**src/rtl/cordic_pkg.sv**
```systemverilog
// Shared definitions for the CORDIC frequency path: scheduler FSM states and
// phase-word constants, also consumed by cordic_gen.
// Latency: n/a (declarations only). Backpressure: n/a.
package cordic_pkg;

  // Phase-increment width and the divider operand width it is paired with.
  localparam int AW     = 20;
  localparam int DW     = 32;
  // Largest representable phase; also the clamp value for oversized increments.
  localparam int TWO_PI = (1 << (AW - 1)) - 1;

  typedef enum logic [1:0] {
    ST_IDLE  = 2'd0,
    ST_START = 2'd1,
    ST_WAIT  = 2'd2,
    ST_STORE = 2'd3
  } state_t;

endpackage

```
**src/rtl/cordic_freq_sched_if.sv**
```systemverilog
// Port bundle between the scheduler and the shared sequential divider.
// Latency: set by the divider; div_ready is a one-cycle done pulse.
// Backpressure: none; operands are held stable by the master until div_ready.
//   div_start     master->slave  one-cycle start pulse
//   div_dividend  master->slave  dividend operand
//   div_divisor   master->slave  divisor operand
//   div_quotient  slave->master  quotient, valid with div_ready
//   div_remainder slave->master  remainder, valid with div_ready
//   div_ready     slave->master  one-cycle done pulse
interface cordic_freq_sched_if #(
  parameter int DW = 32
) ();
  logic          div_start;
  logic [DW-1:0] div_dividend;
  logic [DW-1:0] div_divisor;
  logic [DW-1:0] div_quotient;
  logic [DW-1:0] div_remainder;
  logic          div_ready;

  modport master (
    output div_start, div_dividend, div_divisor,
    input  div_quotient, div_remainder, div_ready
  );

  modport slave (
    input  div_start, div_dividend, div_divisor,
    output div_quotient, div_remainder, div_ready
  );
endinterface

```
**src/rtl/cordic_freq_sched_rr_arbiter.sv**
```systemverilog
// Round-robin arbiter: first request at or after ptr (wrapping) wins.
// Latency: combinational. Backpressure: none; caller decides when to take gnt.
//   req in NCH; ptr in PW; gnt out NCH one-hot; gnt_idx out PW; any out 1
module rr_arbiter #(
  parameter int NCH = 4,
  parameter int PW  = 2
) (
  input  logic [NCH-1:0] req,
  input  logic [PW-1:0]  ptr,
  output logic [NCH-1:0] gnt,
  output logic [PW-1:0]  gnt_idx,
  output logic           any
);

  always_comb begin
    gnt     = '0;
    gnt_idx = '0;
    any     = 1'b0;
    for (int k = 0; k < NCH; k++) begin
      automatic int idx = (int'(ptr) + k) % NCH;
      if (!any && req[idx]) begin
        any      = 1'b1;
        gnt[idx] = 1'b1;
        gnt_idx  = PW'(idx);
      end
    end
  end

endmodule

```
**src/rtl/cordic_freq_sched.sv**
```systemverilog
// Time-shares one external divider among NCH channels to turn requested
// frequencies into phase increments, staged per channel and committed together
// on sample_en. Latency grant->ack: 3 cycles + divider latency (2 if rejected).
// Backpressure: one request in flight; other requests wait at level until granted.
//   clk, rst_n            clock, async active-low reset
//   req/freq_in           per-channel level request and frequency word
//   discr_freq            common divisor (sample rate)
//   sample_en             commit strobe for staged increments
//   div                   divider bundle (master side)
//   ack                   one-cycle pulse per finished (or rejected) request
//   inc_arg/inc_rem       active per-channel increment, integer and fraction
//   busy/err_div0/err_sat status; error flags are sticky until reset
module cordic_freq_sched
  import cordic_pkg::*;
#(
  parameter int NCH = 4,
  parameter int FW  = 16,
  parameter int AW  = cordic_pkg::AW,
  parameter int DW  = cordic_pkg::DW
) (
  input  logic              clk,
  input  logic              rst_n,
  input  logic [NCH-1:0]    req,
  input  logic [NCH*FW-1:0] freq_in,
  input  logic [FW-1:0]     discr_freq,
  input  logic              sample_en,
  cordic_freq_sched_if.master div,
  output logic [NCH-1:0]    ack,
  output logic [NCH*AW-1:0] inc_arg,
  output logic [NCH*AW-1:0] inc_rem,
  output logic              busy,
  output logic              err_div0,
  output logic              err_sat
);

  localparam int PW = (NCH > 1) ? $clog2(NCH) : 1;
  localparam logic [AW-1:0] SAT_ARG = {1'b0, {(AW-1){1'b1}}};

  state_t          state_q, state_d;
  logic [PW-1:0]   rr_ptr_q, g_q, gnt_idx;
  logic [NCH-1:0]  gnt, g_oh_q, ack_q, pend_q;
  logic            any_req, rej_q, sat;
  logic [FW-1:0]   opnd_freq_q, opnd_discr_q;
  logic [DW-1:0]   quo_q;
  logic [AW-1:0]   rem_q;
  logic [AW-1:0]   stg_arg_q [NCH];
  logic [AW-1:0]   stg_rem_q [NCH];
  logic [AW-1:0]   act_arg_q [NCH];
  logic [AW-1:0]   act_rem_q [NCH];
  logic            unused_rem;

  // Only the low AW bits of the remainder are ever kept.
  assign unused_rem = ^div.div_remainder[DW-1:AW];

  rr_arbiter #(.NCH(NCH), .PW(PW)) u_arb (
    .req     (req),
    .ptr     (rr_ptr_q),
    .gnt     (gnt),
    .gnt_idx (gnt_idx),
    .any     (any_req)
  );

  assign div.div_dividend = DW'(opnd_freq_q);
  assign div.div_divisor  = DW'(opnd_discr_q);
  assign ack              = ack_q;
  // Any set bit at or above the sign position of the phase word means overflow.
  assign sat              = |quo_q[DW-1:AW-1];

  always_ff @(posedge clk or negedge rst_n) begin
    if (!rst_n) state_q <= ST_IDLE;
    else        state_q <= state_d;
  end

  always_comb begin
    state_d       = state_q;
    busy          = (state_q != ST_IDLE);
    div.div_start = 1'b0;
    case (state_q)
      ST_IDLE:  if (any_req) state_d = (discr_freq == '0) ? ST_STORE : ST_START;
      ST_START: begin
        div.div_start = 1'b1;
        state_d       = ST_WAIT;
      end
      ST_WAIT:  if (div.div_ready) state_d = ST_STORE;
      ST_STORE: state_d = ST_IDLE;
      default:  state_d = ST_IDLE;
    endcase
  end

  always_ff @(posedge clk or negedge rst_n) begin
    if (!rst_n) begin
      rr_ptr_q     <= '0;
      g_q          <= '0;
      g_oh_q       <= '0;
      rej_q        <= 1'b0;
      opnd_freq_q  <= '0;
      opnd_discr_q <= '0;
      quo_q        <= '0;
      rem_q        <= '0;
      ack_q        <= '0;
      pend_q       <= '0;
      err_div0     <= 1'b0;
      err_sat      <= 1'b0;
      for (int i = 0; i < NCH; i++) begin
        stg_arg_q[i] <= '0;
        stg_rem_q[i] <= '0;
        act_arg_q[i] <= '0;
        act_rem_q[i] <= '0;
      end
    end else begin
      ack_q <= '0;

      // Commit reads staged values from before this edge, so a result stored
      // on the same edge stays pending for the next strobe.
      if (sample_en) begin
        for (int i = 0; i < NCH; i++) begin
          if (pend_q[i]) begin
            act_arg_q[i] <= stg_arg_q[i];
            act_rem_q[i] <= stg_rem_q[i];
            pend_q[i]    <= 1'b0;
          end
        end
      end

      case (state_q)
        ST_IDLE: if (any_req) begin
          g_q          <= gnt_idx;
          g_oh_q       <= gnt;
          opnd_freq_q  <= freq_in[int'(gnt_idx)*FW +: FW];
          opnd_discr_q <= discr_freq;
          rej_q        <= (discr_freq == '0);
        end
        ST_WAIT: if (div.div_ready) begin
          quo_q <= div.div_quotient;
          rem_q <= div.div_remainder[AW-1:0];
        end
        ST_STORE: begin
          ack_q    <= g_oh_q;
          rr_ptr_q <= (int'(g_q) == NCH - 1) ? '0 : g_q + 1'b1;
          if (rej_q) begin
            err_div0 <= 1'b1;
          end else begin
            stg_arg_q[g_q] <= sat ? SAT_ARG : quo_q[AW-1:0];
            stg_rem_q[g_q] <= sat ? '0 : rem_q;
            pend_q[g_q]    <= 1'b1;
            if (sat) err_sat <= 1'b1;
          end
        end
        default: ;
      endcase
    end
  end

  always_comb begin
    inc_arg = '0;
    inc_rem = '0;
    for (int i = 0; i < NCH; i++) begin
      inc_arg[i*AW +: AW] = act_arg_q[i];
      inc_rem[i*AW +: AW] = act_rem_q[i];
    end
  end

endmodule
```
**src/flat_wrapper.sv**
```systemverilog
// flat-port wrapper written by rule: the top's interface ports become plain ports
module cordic_freq_sched_flat import cordic_pkg::*;
#(
  parameter int NCH = 4,
  parameter int FW  = 16,
  parameter int AW  = cordic_pkg::AW,
  parameter int DW  = cordic_pkg::DW
)
  (clk, rst_n, req, freq_in, discr_freq, sample_en, ack, inc_arg, inc_rem, busy, err_div0, err_sat, div_div_start, div_div_dividend, div_div_divisor, div_div_quotient, div_div_remainder, div_div_ready);
  cordic_freq_sched_if #(.DW(DW)) div_i ();
  input  logic clk;
  input  logic rst_n;
  input  logic [NCH-1:0] req;
  input  logic [NCH*FW-1:0] freq_in;
  input  logic [FW-1:0] discr_freq;
  input  logic sample_en;
  output logic [NCH-1:0] ack;
  output logic [NCH*AW-1:0] inc_arg;
  output logic [NCH*AW-1:0] inc_rem;
  output logic busy;
  output logic err_div0;
  output logic err_sat;
  output wire logic [$bits(div_i.div_start)-1:0] div_div_start;
  output wire logic [$bits(div_i.div_dividend)-1:0] div_div_dividend;
  output wire logic [$bits(div_i.div_divisor)-1:0] div_div_divisor;
  input wire logic [$bits(div_i.div_quotient)-1:0] div_div_quotient;
  input wire logic [$bits(div_i.div_remainder)-1:0] div_div_remainder;
  input wire logic [$bits(div_i.div_ready)-1:0] div_div_ready;
  assign div_div_start = div_i.div_start;
  assign div_div_dividend = div_i.div_dividend;
  assign div_div_divisor = div_i.div_divisor;
  assign div_i.div_quotient = div_div_quotient;
  assign div_i.div_remainder = div_div_remainder;
  assign div_i.div_ready = div_div_ready;
  cordic_freq_sched #(.NCH(NCH), .FW(FW), .AW(AW), .DW(DW)) u_core (.clk(clk), .rst_n(rst_n), .req(req), .freq_in(freq_in), .discr_freq(discr_freq), .sample_en(sample_en), .div(div_i), .ack(ack), .inc_arg(inc_arg), .inc_rem(inc_rem), .busy(busy), .err_div0(err_div0), .err_sat(err_sat));
endmodule
```
**config.mk**
```make
export PLATFORM = sky130hd
export DESIGN_NAME = cordic_freq_sched_flat
export DESIGN_NICKNAME = d
export VERILOG_FILES = /design/src/rtl/cordic_pkg.sv /design/src/rtl/cordic_freq_sched_if.sv /design/src/rtl/cordic_freq_sched_rr_arbiter.sv /design/src/rtl/cordic_freq_sched.sv /design/src/flat_wrapper.sv
export SDC_FILE = /design/constraint.sdc
export NUM_CORES = 1
export LEC_CHECK = 0
export BUFFER_PORTS_ARGS = -buffer_cell sky130_fd_sc_hd__buf_2
export CORE_UTILIZATION = 50
export DETAILED_ROUTE_END_ITERATION = 8
export PLACE_DENSITY = 0.74
export SLEW_MARGIN = 30
export SYNTH_ARGS = -nofsm -noshare
export SYNTH_HDL_FRONTEND = slang
export SYNTH_SLANG_ARGS = --single-unit
export TNS_END_PERCENT = 50
```
**constraint.sdc**
```tcl
create_clock -name clk -period 4 [get_ports clk]
set_input_delay 0.6 -clock clk [delete_from_list [all_inputs] [get_ports clk]]
set_output_delay 0.6 -clock clk [all_outputs]
set_load 0.02 [all_outputs]
```
# Yosys cells after proc, flatten, opt, wreduce, memory -nomap -nowiden
# Cells that the tools add are included.
# W data, S select, Z words.
# classes
n_addsub	4
shifts	1
n_eq_ne	6
muxes	49
order_cmp	12
n_reduce_logical	29
bitwise	9
div	0
multipliers	0
# op_table
cell	n
$bwmux W80	2
$shiftx A64 B7 Y16	1
$mux W20	3
$demux W20 S2	1
$mux W4	8
$reduce_and A2 Y1	9
$mux W1	17
$logic_not A16 Y1	1
$mux W2	8
$or A4 B4 Y4	4
$reduce_or A13 Y1	1
$lt A3 B4 Y1 const B	3
$demux W1 S2	5
$ge A3 B1 Y1 const B	3
$logic_and A1 B1 Y1	9
$bmux W1 S2	4
$pmux W2 S4	1
$lt A2 B3 Y1 const B	2
$reduce_or A2 Y1	3
$add A2 B1 Y2 const B	2
$add A2 B2 Y2 const B	2
$eq A2 B1 Y1 const B	2
$eq A2 B2 Y1 const B	2
$ge A2 B1 Y1 const B	2
11 further kinds	15
# word_totals
regBits	425
memories	0
latchBits	0
rom_bits	0
in_bits	152
output_inout_bits	232
ramBits	0

# Depth between registers and ports, before layout
# Gate-level depths: netlist (run 1).
# depth
word_depth	16
ltp_mapped	10
mapped_depth_nobuf	7

# By module
# Synthesis (run 1) repeated with hierarchy kept, for this count alone.
# hier_totals
hier_cells	1250
area_unflattened_um2	16773.6
# by_module_without_submodules
mod	cells_each	instances	area_each_um2
cordic_freq_sched	1205	1	16351.9
rr_arbiter	45	1	421.7

# Least setup slack after synthesis (run 1)
# OpenSTA, ideal clock, no wires.
# synth_timing
path_type	reg-to-reg
from	reg u_core.rr_ptr_q[0]
to	reg u_core.opnd_freq_q[14]
setup_ns	0.144
arrival_time_ns	2.645
n_path_buf	3
path_stages_with_launch	11
synth_period_minus_slack_ns	2.789
slack_ns	1.211
cell_sequence	dfrtp_1 inv_1 ha_1 clkbuf_1 mux4_2 nand2b_1 buf_6 buf_6 mux2_1 a222oi_1 o221ai_1
# synth_via
elab_chain_len	13
word_cells_on_any_way	30
cone_classes	add/sub (3); shift (1); mux (19); reduce/logical (7)
# synth_rtl
item	line	text
start, declared	cordic_freq_sched.sv:40	logic [PW-1:0] rr_ptr_q, g_q, gnt_idx;
start signal, assigned	cordic_freq_sched.sv:139	rr_ptr_q <= (int'(g_q) == NCH - 1) ? '0 : g_q + 1'b1;
$add A2 B1 Y2 or $bmux W1 S2 (tied branches)	cordic_freq_sched_rr_arbiter.sv:20, cordic_freq_sched_rr_arbiter.sv:21	
$bmux W1 S2 or $mux W1 (tied branches)	cordic_freq_sched_rr_arbiter.sv:21	if (!any && req[idx]) begin
$mux W1 (not written as such)	cordic_freq_sched_rr_arbiter.sv:21	
$mux W1 (not written as such) or $logic_not A1 Y1 (tied branches)	cordic_freq_sched_rr_arbiter.sv:21	
$logic_and A1 B1 Y1	cordic_freq_sched_rr_arbiter.sv:21	
$mux W1	cordic_freq_sched_rr_arbiter.sv:21	
$logic_not A1 Y1	cordic_freq_sched_rr_arbiter.sv:21	
$logic_and A1 B1 Y1	cordic_freq_sched_rr_arbiter.sv:21	
$mux W1	cordic_freq_sched_rr_arbiter.sv:21	
$logic_not A1 Y1	cordic_freq_sched_rr_arbiter.sv:21	
$logic_and A1 B1 Y1	cordic_freq_sched_rr_arbiter.sv:21	
$mux W2 or $mux W1 (tied branches)	cordic_freq_sched_rr_arbiter.sv:21	
$shiftx A64 B7 Y16 or $reduce_and A2 Y1 (tied branches)	n/a	
end signal, assigned	cordic_freq_sched.sv:129	opnd_freq_q <= freq_in[int'(gnt_idx)*FW +: FW];
end, declared	cordic_freq_sched.sv:43	logic [FW-1:0] opnd_freq_q, opnd_discr_q;
# Parallel ways exist; a longest one is shown, timed or not. The select of a mux whose other input is x is not followed.
# A chain may end at the register's enable or synchronous reset.

# Final worst setup path (run 1)
# layout_timing
from	reg u_core.rr_ptr_q[0]
to	reg u_core.opnd_freq_q[3]
# The elaborated chain is that of the path after synthesis.

==> qor.yml, run 1 <==
die_area_um2: 36000
finalSetupViolations: 0
grt_max_degree: 98
synth_top_area_frac: 0.603
outcome: "complete, no violations"
fin_util: 0.613
synth_top_cell_by_area: "dfrtp_1"
drv_cap: 0
synth_edf_count: 0
ys_dominant_reg_cell: "dfrtp_1"
clock_latency_ps: 550
cts_tree: "yes"
syn_area_um2: 17600
nets: 1947
synth.area.top_cells: "dfrtp_1 (60%), mux2_2 (15%), nand2_1 (5.2%)"
cts_resized: 0
grt_pass1_vias: 12400
drt_iter0_drc: 747
gp_congestion: 0.859
worst_slew_pin_slew_ps: 907
path_class: "flip-flop to flip-flop"
ant_nets: 0
max_slew_margin: 0.393
max_freq_mhz: 308
syn_inst: 1462
p_per_area_nw_per_um2: 729
r2r_cells: 8
cts_hold_buffers: 0
drc: 0
path_cells: "inv_1 -> ha_1 -> mux4_2 -> nand2b_1 -> buf_4 -> mux2_2 -> a32oi_1 -> o221ai_1"
drt_wl_total_um: 43400
track_usage: 0.242
cts_max_path_buffers: 3
core_area_um2: 34600
synth_warnings: 0
end_kind: "flip-flop"
rsz0062_at_grt: "false"
period_share: 0.811
cts_setup_buffers: 0
ir_drop_mv: 0.478
synthMostInstantiatedCell: "dfrtp_1"
drive_above_1_share: 0.389
grt_pass1_wl_um: 68200
fp.dieH_um: 190
pin_count: 384
hold_viol_final: 0
vias: 12400
hold_class: "input pin to asynchronous set/reset pin"
min_period_ps: 3240
numClockSinks: 425
drtPass1Iterations: 6
critPathLaunchType: "flip-flop"
htree_levels: 2
final_max_slew_viol_count: 0
worstPathMaxFanout: 14
fin_setup_tns_ps: 0
synth_top_cells_by_count: "dfrtp_1 (425), nand2_1 (245), mux2_2 (240)"
slowest_stage: "nand2b_1"
async_reset_ff_frac: 1.00
cts_buffers: 44
syn_area_per_cell_um2: 12.1
clkSlewWorstSetupHoldPaths_ps: 70
max_stage_delay_ps: 590
crit_arrival_ps: 3650
overflow: 0
ys_types: 50
p_leak_nw: 10.8
cp.required_ps: 4410
num_rows: 68
clk_root_buffer_cell: "clkbuf_16"
ys_ff_latch: 425
place.detailed.hpwl_um: 29500
total_power_mw: 15.5
fp.dieW_um: 190
antenna_found_initial: 8
area_growth_pct: 20.4
seq_area_frac_synth: 0.603
via_per_inst: 5.43
nFillCells: 2765
io_buffers: 339
clock_skew_ps: 16.4
wl_per_cell_um: 19.1
start_util: 0.509
-- cells in the final DEF, fill, tap and decap left out, types with 3 or more instances in the layout --
cell and instances:
o221a_2 6, nand3_1 7, mux2i_1 8, ha_1 14, nor3_1 10, mux2_2 240, nand4_1 3, o211ai_1 7
clkbuf_8 10, dfrtp_1 424, buf_4 27, buf_12 4, clkinv_2 8, clkbuf_16 44, a31oi_1 4, conb_1 32
a22o_1 5, nor2b_1 19, clkbuf_1 8, nor2_1 31, bufinv_16 5, inv_6 4, mux4_2 3, nand2_2 8
a32oi_1 9, buf_2 338, inv_1 21, a21o_1 3, nor4_1 6, nand2_1 236, a211o_1 15, and3_1 14
diode_2 7, a222oi_1 18, and2_1 10, o221ai_1 9, o21ai_0 172, o2111ai_1 7
-- power by group --
part	leakage, nW	switching, mW	internal (mW)
clock network	0.759	1.70	2.56
logic	4.54	2.93	2.04
registers	5.49	0.682	5.57
-- per-stage QoR --
| step | instances | hold slack, ps | area [um^2] | worst slack (ps) |
|---|---|---|---|---|
| 6_report | 2278 | 72.3 | 21200 | 758 |
| 5_1_grt | 2272 | 128 | 21200 | 552 |
| 4_1_cts | 2271 | 113 | 21200 | 706 |
| 3_5_place_dp | 2190 | 443 | 19700 | 736 |
| 3_3_place_gp | 2190 | 437 | 19700 | 868 |
| 2_1_floorplan | 1493 | 304 | 17700 | 1210 |
-- routing by layer --
metal | global-route usage | share of wire | wire length (um) | vias up
li1 | - | - | - | 5705
met1 | 0.311 | 0.42 | 18000 | 6177
met2 | 0.414 | 0.49 | 21500 | 420
met3 | 0.0612 | 0.073 | 3160 | 59
met4 | 0.0549 | 0.017 | 756 | 6
met5 | 0 | 0.00083 | 36 | -
-- worst paths after layout --
| check | slack (ps) | to | startpoint |
|---|---|---|---|
| max | 760 | u_core.opnd_freq_q[3] | u_core.rr_ptr_q[0] |
| min | 70 | u_core.inc_rem[50] | rst_n |
| max reg2reg | 760 | u_core.opnd_freq_q[3] | u_core.rr_ptr_q[0] |
| min reg2reg | 450 | u_core.err_sat | u_core.err_sat |
| max in group asynchronous | 2890 | u_core.stg_rem_q[49] | rst_n |
| min in group clk | 270 | u_core.opnd_discr_q[5] | discr_freq[5] |
-- flip-flops by register name (all words and copies together), names as in the netlist --
register             cells
u_core.ack               4
u_core.err_div0          1
u_core.err_sat           1
u_core.g_oh_q            4
u_core.g_q               2
u_core.inc_arg          80
u_core.inc_rem          80
u_core.opnd_discr_q     16
u_core.opnd_freq_q      16
u_core.pend_q            4
u_core.quo_q            32
u_core.rej_q             1
u_core.rem_q            20
u_core.rr_ptr_q          2
u_core.state_q           2
u_core.stg_arg_q        80
u_core.stg_rem_q        80
-- critical path, delay by kind of cell, from the launching register on --
kind | cells | cell delay (ps)
muxes | 2 | 720
and+or+nand+nor | 1 | 590
adders and majority gates | 1 | 510
DFF | 1 | 460
buffers and inverters | 2 | 460
AOI/OAI and AO/OA | 2 | 350
-- cells by family after synthesis --
kind of cell	synth area share
AO/OA/AOI/OAI	0.0964
adder cells (fa/ha/maj)	0.00994
buffers and inverters	0.0419
flip-flops	0.603
multiplexers	0.162
other	0.000213
AND/OR/NAND/NOR	0.0858
-- layout make-up --
| class | instances | area, um^2 | area share |
|---|---|---|---|
| multi-input combinational | 919 | 6400 | 0.302 |
| clock buffer | 62 | 1270 | 0.0598 |
| antenna | 7 | 17.5 | 0.000825 |
| sequential | 425 | 10600 | 0.501 |
| timing repair buffer | 370 | 1990 | 0.0937 |
| clock inverter | 19 | 264 | 0.0124 |
| inverter | 21 | 78.8 | 0.00371 |
| tap | 455 | 569 | 0.0268 |
No activity file was read; power rests on OpenSTA's default activity.
==> inputs of run 2 (changes only) <==
--- a/config.mk
+++ b/config.mk
@@ -5,10 +5,11 @@
 export SDC_FILE = /design/constraint.sdc
 export NUM_CORES = 1
 export LEC_CHECK = 0
+export ABC_AREA = 1
 export BUFFER_PORTS_ARGS = -buffer_cell sky130_fd_sc_hd__buf_2
-export CORE_UTILIZATION = 50
+export CORE_UTILIZATION = 49
 export DETAILED_ROUTE_END_ITERATION = 8
-export PLACE_DENSITY = 0.74
+export PLACE_DENSITY = 0.76
 export SLEW_MARGIN = 30
 export SYNTH_ARGS = -nofsm -noshare
 export SYNTH_HDL_FRONTEND = slang
==> constraint.sdc (replaced) <==
create_clock -name clk -period 2.8 [get_ports clk]
set_input_delay 0.42 -clock clk [delete_from_list [all_inputs] [get_ports clk]]
set_output_delay 0.42 -clock clk [all_outputs]
set_load 0.02 [all_outputs]
==> run 2 against run 1 <==
Critical path depth is 4 higher. Core utilization is 0.41 points lower. Design area hardly changed. Largest cell class unchanged. Critical path type unchanged. Critical endpoint is now u_core.opnd_freq_q[4]. Highest routed layer is now met4.
==> qor.yml, run 2 <==
outcome: "complete, no violations"
routed-wl-met2_um: 21300  # -0.75%
period_share: 0.910  # +0.0997
drt_iter0_drc: 866  # +16%
syn_area_per_cell_um2: 9.25  # -23%
final_common_cell: "nand2_1"
path_class: "flip-flop to flip-flop"
ys_ff_latch: 425  # unchanged
final_max_slew_viol_count: 0  # unchanged
die_area_um2: 36500  # +1.5%
worst_slack_ps: 251  # -507 ps
nets: 2378  # +22%
synthMostInstantiatedCell: "nand2_1"
grt_max_degree: 80  # -18%
synth_top_area_frac: 0.607  # +0.00336
hold_class: "input pin to flip-flop"
cts_tree: "yes"
synth.area.top_cells: "dfrtp_1 (61%), nand2_1 (9.8%), o21ai_0 (9.1%)"
max_stage_delay_ps: 510  # -80 ps
post-place-ws_ps: 156  # -580 ps
fin_setup_tns_ps: 0  # unchanged
hold_ws_ps: 101  # +29.2 ps
drive_above_1_share: 0.236  # -0.153
intPower_mw: 14.2  # +40%
ys_types: 35  # -30%
drt_wl_total_um: 43900  # +1.0%
cts_buffers: 44  # unchanged
critical_path.most_common_cell: "nand3_1"
hold_path_end: "u_core.quo_q[29]"
overflow: 0  # unchanged
io_buffers: 339  # unchanged
place.detailed.hpwl_um: 29300  # -0.69%
cts_setup_buffers: 0  # unchanged
seq_area_frac_synth: 0.607  # +0.00336
synth_top_cells_by_count: "nand2_1 (459), dfrtp_1 (425), o21ai_0 (319)"
sequentialPowerShare: 0.388  # -0.016
numClockSinks: 425  # unchanged
path_cells: "inv_2 -> ha_1 -> inv_1 -> nand3_1 -> nand2_1 -> nand4_4 -> nand2_4 -> nand2_8 -> inv_2 -> nand2_1 -> nand3_1 -> nand3_1"
fp.dieW_um: 191  # +0.73%
core_area_um2: 34900  # +0.74%
place.detailed.instances: 2620  # +20%
start_util: 0.502  # -0.00652
dpl-instance-area_um2: 19700  # about the same
p_sw_frac: 0.369  # +0.0264
grt_pass1_wl_um: 69400  # +1.9%
drc: 0  # unchanged
p_per_area_nw_per_um2: 1060  # +46%
r2r_end: "u_core.opnd_freq_q[4]"
end_kind: "flip-flop"
synth_top_cell_by_area: "dfrtp_1"
layout.cells.non_filler: 2702  # +19%
min_period_ps: 2550  # -693 ps
cp.required_ps: 3230  # -1180 ps
clkSlewWorstSetupHoldPaths_ps: 60  # about the same
total_power_mw: 22.6  # +46%
highest_layer: "met4"
clk_root_buffer_cell: "clkbuf_16"
htree_levels: 2  # unchanged
synth_warnings: 0  # unchanged
pin_count: 384  # unchanged
wl_per_cell_um: 16.2  # -15%
via_per_inst: 5.03  # -7.3%
slowest_stage: "dfrtp_1"
p_leak_nw: 11.1  # +3.0%
syn_inst: 1894  # +30%
r2r_setup_slack_ps: 250  # -510 ps
fin_util: 0.609  # -0.00413
syn_area_um2: 17500  # -0.55%
r2r_cells: 12  # +4
drtPass1Iterations: 6  # unchanged
clock_latency_ps: 550  # about the same
worstPathMaxFanout: 43  # +29
met1_length_um: 17800  # -1.3%
p_clk_frac: 0.277  # +0.002
hold_viol_final: 0  # unchanged
async_reset_ff_frac: 1.00  # unchanged
hold_depth: 2
route.met3.wl_um: 3080  # -2.5%
worst_slew_pin_slew_ps: 882  # -24.9 ps
layout_common_cells: "nand2_1 (454), dfrtp_1 (425), buf_2 (338), o21ai_0 (319), inv_1 (278)"
ant_nets: 0  # unchanged
fp.dieH_um: 191  # +0.73%
cts_max_path_buffers: 3  # unchanged
vias: 13600  # +9.9%
drv_cap: 0  # unchanged
combPwrFrac: 0.335  # +0.014
critPathLaunchType: "flip-flop"
antenna_found_initial: 3  # -5
reg2reg_from: "u_core.rr_ptr_q[1]"
max_slew_margin: 0.412  # +0.0188
clock_skew_ps: 10.5  # -5.96 ps
ir_drop_mv: 0.755  # +58%
rsz0062_at_grt: "false"
max_freq_mhz: 392  # +27%
num_rows: 68  # unchanged
final_area_um2: 21200  # about the same
area_growth_pct: 21.2
hp-start: "div_div_quotient[29]"
track_usage: 0.242  # -0.000506
finalSetupViolations: 0  # unchanged
crit_arrival_ps: 2980  # -670 ps
grt_pass1_vias: 13400  # +8.8%
ys_dominant_reg_cell: "dfrtp_1"
synth_edf_count: 0  # unchanged
gp_congestion: 0.860  # +0.14%
switchingPower_mw: 8.34  # +57%
==> run 2: cell types whose count changed after synthesis, moves of 14 or more <==
cell and change:
o21ai_0 +146, nor2_1 +18, a222oi_1 -18, nor2b_1 -20, a21oi_1 +22, mux2_2 -204
or2_2 +19, and3_1 -14, a211o_1 -15, nand3_1 +57, o21ai_1 +21, inv_1 +261
nand2_1 +214
==> run 2: per-layer routing <==
layer	up-vias	global-route usage
li1	6464	-
met1	6495	0.306
met2	542	0.411
met3	96	0.0420
met4	0	0.0992
met5	-	0
==> run 2: power groups by stage <==
stage,Combinational [mW],Clock (mW),Sequential (mW)
6_report,7.56,6.25,8.77
5_1_grt,8.44,6.61,8.95
4_1_cts,7.59,6.34,8.77
3_5_place_dp,7.52,0,8.82
3_3_place_gp,7.22,0,8.77
2_1_floorplan,4.43,0,9.60
==> run 2: timing repair <==
action / CTS / global route
endpoints found under the hold margin: 63 / 0
resized for setup: 0 / 2
hold buffers: 1 / 0
setup endpoints to repair: 0 / 10
==> run 2: cell families after synthesis <==
group           synth area share
fa+ha+maj                0.00999
flops                      0.607
buf+inv                   0.0982
simple gates               0.154
compound gates             0.108
other cells             0.000214
mux                       0.0231
==> run 2: cell type report <==
cell class	count	area [um^2]
multi-input combinational	1090	5320
antenna	3	7.51
clock inverter	22	348
fill	2874	13600
inverter	287	1080
sequential	425	10600
tap	455	569
timing repair buffer	364	2070
clock buffer	56	1210
==> run 2: worst max-delay path by stage <==
stage / startpoint / endpoint / slack [ps] / cells after the start
after floorplan: u_core.rr_ptr_q[1] / u_core.opnd_freq_q[10] / 730 / 12
after global placement: u_core.rr_ptr_q[1] / u_core.opnd_freq_q[9] / 290 / 12
after detailed placement: u_core.rr_ptr_q[1] / u_core.opnd_freq_q[10] / 160 / 12
after CTS: u_core.rr_ptr_q[1] / u_core.opnd_freq_q[14] / 120 / 12
after global routing: u_core.rr_ptr_q[1] / u_core.opnd_freq_q[10] / 90 / 12
final: u_core.rr_ptr_q[1] / u_core.opnd_freq_q[4] / 250 / 12
==> run 2: critical path: cells and delay by family (launching register included) <==
kind	cells	cell delay, ps
adder cells (fa/ha/maj)	1	350
flip-flops	1	510
AND/OR/NAND/NOR	8	1080
buffers and inverters	3	490
==> inputs of run 3 (changes only) <==
--- a/config.mk
+++ b/config.mk
@@ -7,9 +7,10 @@
 export LEC_CHECK = 0
 export ABC_AREA = 1
 export BUFFER_PORTS_ARGS = -buffer_cell sky130_fd_sc_hd__buf_2
-export CORE_UTILIZATION = 49
+export CORE_UTILIZATION = 50
 export DETAILED_ROUTE_END_ITERATION = 8
-export PLACE_DENSITY = 0.76
+export PLACE_DENSITY = 0.74
+export SKIP_LAST_GASP = 1
 export SLEW_MARGIN = 30
 export SYNTH_ARGS = -nofsm -noshare
 export SYNTH_HDL_FRONTEND = slang
==> constraint.sdc (replaced) <==
create_clock -name clk -period 3.2 [get_ports clk]
set_input_delay 0.48 -clock clk [delete_from_list [all_inputs] [get_ports clk]]
set_output_delay 0.48 -clock clk [all_outputs]
set_load 0.02 [all_outputs]
==> run 3 against run 2 <==
Sequential cell count unchanged. Clock skew up 7.6 ps. Routed wire length down 3.0%. Hold slack better by 64 ps. Worst setup slack better by 300 ps. First-iteration DRC count down 14%. Critical path depth up 1. Register-to-register slack better by 300 ps. Die area down 2.0%. Fmax down 3.6%. Design area about the same.
==> qor.yml, run 3 (synthesized netlist as in run 2, its figures left out) <==
vias: 13400  # -1.3%
place.detailed.hpwl_um: 29300  # about the same
worst_slack_ps: 555  # +304 ps
hold_class: "input pin to flip-flop"
numClockSinks: 425  # unchanged
end_kind: "flip-flop"
hold_path_end: "u_core.quo_q[0]"
ir_drop_mv: 0.709  # -6.0%
cts_max_path_buffers: 3  # unchanged
nets: 2381  # +0.13%
grt_max_degree: 87  # +8.8%
p_leak_nw: 11.1  # about the same
switchingPower_mw: 7.12  # -15%
critPathLaunchType: "flip-flop"
intPower_mw: 12.5  # -12%
crit_arrival_ps: 3070  # +90 ps
drive_above_1_share: 0.235  # -0.000969
worst_slew_pin_slew_ps: 833  # -49.4 ps
overflow: 0  # unchanged
htree_levels: 2  # unchanged
p_per_area_nw_per_um2: 923  # -13%
num_rows: 68  # unchanged
final_area_um2: 21200  # about the same
gp_congestion: 0.883  # +2.7%
grt_pass1_wl_um: 68900  # -0.75%
num_antenna_cells: 0  # -3
total_power_mw: 19.6  # -13%
p_sw_frac: 0.363  # -0.00626
p_clk_frac: 0.278  # about the same
path_class: "flip-flop to flip-flop"
sequentialPowerShare: 0.391  # +0.003
place.detailed.instances: 2623  # +0.11%
antenna_found_initial: 1  # -2
area_growth_pct: 21.2  # about the same
period_share: 0.827  # -0.0837
drv_cap: 0  # unchanged
clkSlewWorstSetupHoldPaths_ps: 60  # about the same
clock_latency_ps: 550  # about the same
rsz0062_at_grt: "false"
fp.dieH_um: 189  # -0.99%
r2r_setup_slack_ps: 560  # +300 ps
worstPathMaxFanout: 43  # unchanged
pin_count: 384  # unchanged
max_slew_margin: 0.440  # +0.0278
hold_viol_final: 0  # unchanged
min_period_ps: 2640  # +96.2 ps
fin_setup_tns_ps: 0  # unchanged
cp.required_ps: 3620  # +390 ps
cts_tree: "yes"
layout.cells.non_filler: 2704  # +0.074%
hp-start: "div_div_quotient[0]"
outcome: "complete, no violations"
drt_iter0_drc: 742  # -14%
r2r_cells: 13  # +1
clock_skew_ps: 18.1  # +7.58 ps
layout_common_cells: "nand2_1 (454), dfrtp_1 (425), buf_2 (338), o21ai_0 (319), inv_1 (279)"
reg2reg_from: "u_core.rr_ptr_q[1]"
hold_depth: 2  # unchanged
via_per_inst: 4.96  # -1.4%
cts_buffers: 44  # unchanged
final_max_slew_viol_count: 0  # unchanged
cts_setup_buffers: 0  # unchanged
track_usage: 0.244  # +0.00197
grt_pass1_vias: 13300  # -0.66%
wl_per_cell_um: 15.7  # -3.1%
max_freq_mhz: 378  # -3.6%
final_common_cell: "nand2_1"
start_util: 0.507  # +0.00495
fp.dieW_um: 189  # -0.99%
drtPass1Iterations: 5  # -1
drt_wl_total_um: 42600  # -3.0%
drc: 0  # unchanged
combPwrFrac: 0.331  # -0.004
ant_nets: 0  # unchanged
finalSetupViolations: 0  # unchanged
r2r_end: "u_core.opnd_freq_q[11]"
core_area_um2: 34500  # -0.98%
clk_root_buffer_cell: "clkbuf_16"
die_area_um2: 35800  # -2.0%
fin_util: 0.615  # +0.00603
io_buffers: 339  # unchanged
post-place-ws_ps: 587  # +431 ps
hold_ws_ps: 165  # +64.0 ps
dpl-instance-area_um2: 19600  # about the same
## run 3: cell types whose count changed in the layout (fill, tap and decap cells not counted), moves of 2 or more
cell,delta
clkbuf_16,+2
diode_2,-3
clkinv_2,-3
buf_12,-3
clkbuf_8,+3
buf_4,+6
clkbuf_1,+5
clkinv_4,-2
## run 3: worst max-delay path by stage
stage / slack (ps) / end / cells past startpoint / startpoint
after floorplan: 1130 / u_core.opnd_freq_q[10] / 12 / u_core.rr_ptr_q[1]
after global placement: 680 / u_core.opnd_freq_q[5] / 12 / u_core.rr_ptr_q[1]
after detailed placement: 590 / u_core.opnd_freq_q[13] / 12 / u_core.rr_ptr_q[1]
after CTS: 580 / u_core.opnd_freq_q[14] / 12 / u_core.rr_ptr_q[1]
after global routing: 280 / u_core.opnd_freq_q[11] / 13 / u_core.rr_ptr_q[1]
final: 560 / u_core.opnd_freq_q[11] / 13 / u_core.rr_ptr_q[1]
## run 3: timing repair
| item | CTS | global route |
|---|---|---|
| hold endpoints to repair | 38 | 0 |
| resized for setup | 0 | 0 |
| hold buffers | 1 | 0 |
## run 3: critical path: stages, from the launching register on
cell and delay, ps:
dfrtp_1 480, inv_1 200, ha_1 380, inv_1 90
nand3_2 90, nand2_4 90, a21oi_1 180, nand2_2 210
nand2_4 380, nand2_1 140, nand3_1 110, nand2_1 60
nand2_1 50, nand2_1 50
## run 3: layer usage
metal  vias up  routed length [um]  track usage  share of wire
met3        70                2820       0.0449          0.066
met5         -                  13            0        0.00031
met1      6378               18100        0.317           0.43
li1       6475                   -            -              -
met2       492               20600        0.416           0.48
met4         2                1020       0.0741          0.024
## run 3: area by class of cell
type | count | area (um^2)
inverter | 287 | 1080
timing repair buffer | 367 | 2060
sequential | 425 | 10600
multi-input combinational | 1090 | 5330
clock inverter | 14 | 256
tap | 455 | 569
clock buffer | 66 | 1320
fill | 2905 | 13300
## run 3: power by group through the flow
| stage | sequential (mW) | clock [mW] | combinational (mW) |
|---|---|---|---|
| final | 7.67 | 5.46 | 6.48 |
| after global placement | 7.68 | 0 | 6.26 |
| after detailed placement | 7.73 | 0 | 6.49 |
| after CTS | 7.67 | 5.56 | 6.51 |
| after floorplan | 8.40 | 0 | 3.88 |
| after global routing | 7.83 | 5.78 | 7.26 |
